==> src/rtl/mem_arbiter.sv <==
// Round-robin arbiter/sequencer that lets two requesters share one single-ported data memory.
// Each grant runs IDLE -> ACCESS -> RESP, so one registered memory access completes every 3 cycles.
module mem_arbiter #(
  parameter int MEM_WORDS  = 128,
  parameter int FIRST_PORT = 0
) (
  input  logic        clk,
  input  logic        reset,
  input  logic        r0_req,
  input  logic        r0_we,
  input  logic [31:0] r0_addr,
  input  logic [31:0] r0_wdata,
  output logic        r0_ack,
  output logic [31:0] r0_rdata,
  output logic        r0_err,
  input  logic        r1_req,
  input  logic        r1_we,
  input  logic [31:0] r1_addr,
  input  logic [31:0] r1_wdata,
  output logic        r1_ack,
  output logic [31:0] r1_rdata,
  output logic        r1_err,
  output logic        mem_read,
  output logic        mem_write,
  output logic [31:0] mem_address,
  output logic [31:0] mem_wdata,
  input  logic [31:0] mem_rdata
);

  localparam logic [1:0]  S_IDLE   = 2'd0;
  localparam logic [1:0]  S_ACCESS = 2'd1;
  localparam logic [1:0]  S_RESP   = 2'd2;
  localparam logic [31:0] LP_WORDS = 32'(MEM_WORDS);
  localparam logic        LP_FIRST = (FIRST_PORT != 0) ? 1'b1 : 1'b0;

  logic [1:0]  r_state;
  logic [1:0]  w_next_state;
  logic        r_owner;
  logic        r_we;
  logic        r_oor;
  logic        r_prio;

  logic        w_grant;
  logic        w_sel;
  logic        w_sel_we;
  logic [31:0] w_sel_addr;
  logic [31:0] w_sel_wdata;
  logic        w_sel_oor;
  logic        w_start;
  logic        w_finish;
  logic        w_nxt_read;
  logic        w_nxt_write;
  logic        w_nxt_ack0;
  logic        w_nxt_ack1;
  logic        w_nxt_err0;
  logic        w_nxt_err1;
  logic [31:0] w_capture;

  // r_prio names the port that wins a tie; it flips away from whichever port was just granted
  always_comb begin
    w_grant = 1'b0;
    w_sel   = r_prio;
    if (r0_req && r1_req) begin
      w_grant = 1'b1;
      w_sel   = r_prio;
    end else if (r0_req) begin
      w_grant = 1'b1;
      w_sel   = 1'b0;
    end else if (r1_req) begin
      w_grant = 1'b1;
      w_sel   = 1'b1;
    end else begin
      w_grant = 1'b0;
      w_sel   = r_prio;
    end
  end

  assign w_sel_we    = w_sel ? r1_we    : r0_we;
  assign w_sel_addr  = w_sel ? r1_addr  : r0_addr;
  assign w_sel_wdata = w_sel ? r1_wdata : r0_wdata;
  assign w_sel_oor   = (w_sel_addr >= LP_WORDS);
  assign w_capture   = r_oor ? 32'd0 : mem_rdata;

  always_ff @(posedge clk or posedge reset) begin
    if (reset) begin
      r_state <= S_IDLE;
    end else begin
      r_state <= w_next_state;
    end
  end

  always_comb begin
    w_next_state = S_IDLE;
    case (r_state)
      S_IDLE: begin
        if (w_grant) begin
          w_next_state = S_ACCESS;
        end else begin
          w_next_state = S_IDLE;
        end
      end
      S_ACCESS: w_next_state = S_RESP;
      S_RESP:   w_next_state = S_IDLE;
      default:  w_next_state = S_IDLE;
    endcase
  end

  // Next values of the registered outputs, derived from the current state
  always_comb begin
    w_start     = 1'b0;
    w_finish    = 1'b0;
    w_nxt_read  = 1'b0;
    w_nxt_write = 1'b0;
    w_nxt_ack0  = 1'b0;
    w_nxt_ack1  = 1'b0;
    w_nxt_err0  = 1'b0;
    w_nxt_err1  = 1'b0;
    case (r_state)
      S_IDLE: begin
        w_start     = w_grant;
        w_nxt_read  = w_grant && !w_sel_we && !w_sel_oor;
        w_nxt_write = w_grant && w_sel_we && !w_sel_oor;
      end
      S_ACCESS: begin
        w_finish   = 1'b1;
        w_nxt_ack0 = !r_owner;
        w_nxt_ack1 = r_owner;
        w_nxt_err0 = !r_owner && r_oor;
        w_nxt_err1 = r_owner && r_oor;
      end
      default: begin
        w_start  = 1'b0;
        w_finish = 1'b0;
      end
    endcase
  end

  // Strobes are registered at the grant so they are high for exactly the ACCESS cycle
  always_ff @(posedge clk or posedge reset) begin
    if (reset) begin
      mem_read    <= 1'b0;
      mem_write   <= 1'b0;
      mem_address <= 32'd0;
      mem_wdata   <= 32'd0;
      r0_ack      <= 1'b0;
      r1_ack      <= 1'b0;
      r0_err      <= 1'b0;
      r1_err      <= 1'b0;
      r0_rdata    <= 32'd0;
      r1_rdata    <= 32'd0;
      r_owner     <= 1'b0;
      r_we        <= 1'b0;
      r_oor       <= 1'b0;
      r_prio      <= LP_FIRST;
    end else begin
      mem_read  <= w_nxt_read;
      mem_write <= w_nxt_write;
      r0_ack    <= w_nxt_ack0;
      r1_ack    <= w_nxt_ack1;
      r0_err    <= w_nxt_err0;
      r1_err    <= w_nxt_err1;
      if (w_start) begin
        r_owner     <= w_sel;
        r_we        <= w_sel_we;
        r_oor       <= w_sel_oor;
        mem_address <= w_sel_addr;
        mem_wdata   <= w_sel_wdata;
        r_prio      <= ~w_sel;
      end
      if (w_finish && !r_we) begin
        if (r_owner) begin
          r1_rdata <= w_capture;
        end else begin
          r0_rdata <= w_capture;
        end
      end
    end
  end

endmodule

==> config.mk <==
export PLATFORM = sky130hd
export DESIGN_NAME = mem_arbiter
export DESIGN_NICKNAME = d
export VERILOG_FILES = /design/src/rtl/mem_arbiter.sv
export SDC_FILE = /design/constraint.sdc
export NUM_CORES = 1
export LEC_CHECK = 0
export CAP_MARGIN = 20
export CORE_MARGIN = 2
export CORE_UTILIZATION = 30
export CTS_BUF_LIST = sky130_fd_sc_hd__clkbuf_8 sky130_fd_sc_hd__clkbuf_16
export CTS_CLUSTER_DIAMETER = 120
export DETAILED_ROUTE_END_ITERATION = 10
export GPL_TIMING_DRIVEN = 0
export PLACE_DENSITY_LB_ADDON = 0.15
export SLEW_MARGIN = 20
export SYNTH_ARGS = -nofsm -noshare
export SYNTH_HDL_FRONTEND = slang
export SYNTH_SLANG_ARGS = --single-unit
==> constraint.sdc <==
create_clock -name clk -period 4.5 [get_ports clk]
set_clock_uncertainty 0.2 [all_clocks]
set_input_delay 0.45 -clock clk [delete_from_list [all_inputs] [get_ports clk]]
set_output_delay 0.45 -clock clk [all_outputs]
set_load 0.01 [all_outputs]
==> impl_results.md <==
* Cell Area, Synth at 5960 um2
* PostCTS Resize Cnt at 0
* Synth Area in Compound Gates at 0.156
* Starting Density at 0.306
* Avg WL per Cell at ~17 um
* Max-slew violations at 0
* Max cap viols at 0
* Post-synth ARST share at 1.00
* Synth Area in XOR/XNOR at 0
* Residual DRC count at 0
* Worst endpoint data arrival time at roughly 2.7 ns
* CTS Buf Count at 17
* Core area at approximately 19000 um2
* Nets@finish at 1114
* Final Hold Vio Count at 0
* Power Total at between 6 and 7 mW
* Crit path cell chain: clkdlybuf4s50_1 > buf_2 > o21ai_1 > inv_1 > clkbuf_1 > buf_2 > a32oi_1 > nand2_1
* I/O Buffers at 299
* Vias in the first global route at 5865
* Largest net degree at the start of global routing at 77
* Critical path required time at about 4.6 ns
* Synth top area share at 0.588
* Peak VDD IR at 289 uV
* HP Class: input pin to asynchronous set/reset pin
* Post-route ant nets at 0
* Core Util, Final at 0.515
* Top FF cell, synth: dfrtp_1
* Synthesized area per cell at 9.47 um2
* Synth-to-layout area growth at 68.1%
* CTS tree: built
* Setup violators final at 0
* Ports at 300
* Post-DP HPWL at 15800 um
* CP Max Fanout at 10
* Clock Path Buffers at 2
* Post-synth top area cell: dfrtp_1
* Post-synth top cells: nand2_1, dfrtp_1, o21ai_0
* Root buf cell: clkbuf_16
* Worst Path Buf+Inv at 5
* Vias per cell at 4.68
* Final period utilization at 0.568
* Post-Synth Adder-Cell Area at 0
* Simple-gate portion of the synthesized area at 0.210
* Largest stage delay, worst path at 0.55 ns
* Post-synth EDFFs at 0
* CP Capture Type: flop
* Slowest cell on crit path: o21ai_1
* Antenna violations before repair at 0
* Htree depth at 4
* Clk Latency, worst-skew pair at 0.42 ns
* Min Tclk post-route at 2.55 ns
* Detailed Route WL at around 21000 um
* Chip width at 145 um
* Clock Pin Slew Worst Setup and Hold Paths at 0.06 ns
* Vias at 5742
* Clk sinks at 140
* Die height at 145 um
* Leak at about 4.3 nW
* Slew of the pin with the lowest slew margin at approximately 0.66 ns
* Most common cell in the netlist: nand2_1
* Setup bufs post-CTS at 0
* Main combinational cell family by area after synthesis: simple AND/OR/NAND/NOR gates
* First-pass GRT wire length at 33100 um
* Net Count, Synth at 795
* DIE AREA at between 20000 and 25000 um2
* Ant. Diodes at 0
* Drt first pass iters at 4
* Slew Limit Headroom at 0.555
* FF+latch count, synth at 140
* Worst Path Class, Setup: input pin to flop
* RSZ-0062 raised after global routing: false
* GPL Wtd Cong at between 0.8 and 0.9
* Synth Instances at 629
* Filler instances at 1828
* Worst path top cell family by delay: buffers and inverters
* Sequential share of the synthesized area at 0.588
* Yosys warnings at 0
* Drt first-iter violations at 236
* Most frequent CP cell: buf_2
* Worst R2R Setup Slack at 2.09 ns
* Hold WS at ~0.27 ns
* Multiplexer share of the synthesized area at 0.0103
* Fmax at ~390 MHz
* Status: completed
* Congestion Overflow GR at 0
* Cts hold-fix bufs at 0
* Tot GR Track Use at 0.201
* Power Density at between 600 and 700 nW/um2
* Top cells by area, synth: dfrtp_1, nand2_1, o21ai_0, a32oi_1, nand2b_1
* Kind of start point of the critical path: input pin
* Share of layout cells above drive strength 1 at 0.0531
* Netlist cell types at 33
* # rows at 51
[cell families after synthesis]
logic type / Yosys count
multiplexers: 6
buffers and inverters: 54
AO/OA/AOI/OAI: 147
flip-flops: 140
AND/OR/NAND/NOR: 282
[where the power goes]
group          switching, mW  leakage [nW]  internal (mW)
logic                   1.26          2.12           1.19
clock network          0.555         0.343           1.11
registers              0.231          1.79           1.70
total                   2.04          4.25           4.00
[sequential cells by signal, indices dropped and copies added, names as in the netlist]
register and cells:
r0_err 1, r_we 1, mem_wdata 32, r1_rdata 32
r1_err 1, r_owner 1, r_prio 1, r0_rdata 32
r0_ack 1, r_oor 1, mem_write 1, r1_ack 1
mem_read 1, mem_address 32, r_state 2
[placed cells by master, fill, tap and decap left out, types with 5 or more instances in the layout]
master,instances
dfrtp_1,140
o21ai_0,73
nor2_1,29
nand2_1,186
a32oi_1,32
clkbuf_16,17
nand2b_1,35
nor4_1,8
nor2b_1,7
mux2i_1,5
buf_2,12
bufinv_16,7
inv_1,8
clkbuf_1,32
clkdlybuf4s50_1,299
a31oi_1,24
[worst paths after layout]
check	startpoint	endpoint	cells past startpoint
max	r1_req	mem_wdata[11]	8
min	reset	r0_rdata[28]	2
max reg2reg	r_prio	mem_write	7
min reg2reg	mem_wdata[23]	mem_wdata[23]	2
max in group asynchronous	reset	mem_read	3
min in group clk	mem_wdata[23]	mem_wdata[23]	2
[through the flow]
stage                     area, um2  setup TNS [ns]  worst slack, ns  std cells
after floorplan                5960               0           0.0971        629
after global placement         9280         -307.49            -2.20       1193
after detailed placement       9320               0             1.49       1194
after CTS                     10000               0             1.95       1226
after global routing          10000               0             1.71       1226
final                         10000               0             1.95       1226
[cell type report]
cell class	instances	area, um2	area share
flip-flops and latches	140	3500	0.350
well taps	265	332	0.0331
clock inverters	14	262	0.0261
clock buffers	18	439	0.0438
plain buffers	46	188	0.0187
repair buffers	300	3020	0.301
inverters	8	37.5	0.00375
multi-input cells	435	2240	0.223
[per-layer routing]
metal | vias to the layer above | global-route usage | routed length (um)
li1 | 2794 | - | -
met1 | 2711 | 0.241 | 8710
met2 | 220 | 0.337 | 10100
met3 | 17 | 0.0786 | 1920
met4 | 0 | 0.0515 | 229
met5 | - | 0 | 0
(Power assumes the default switching activity.)
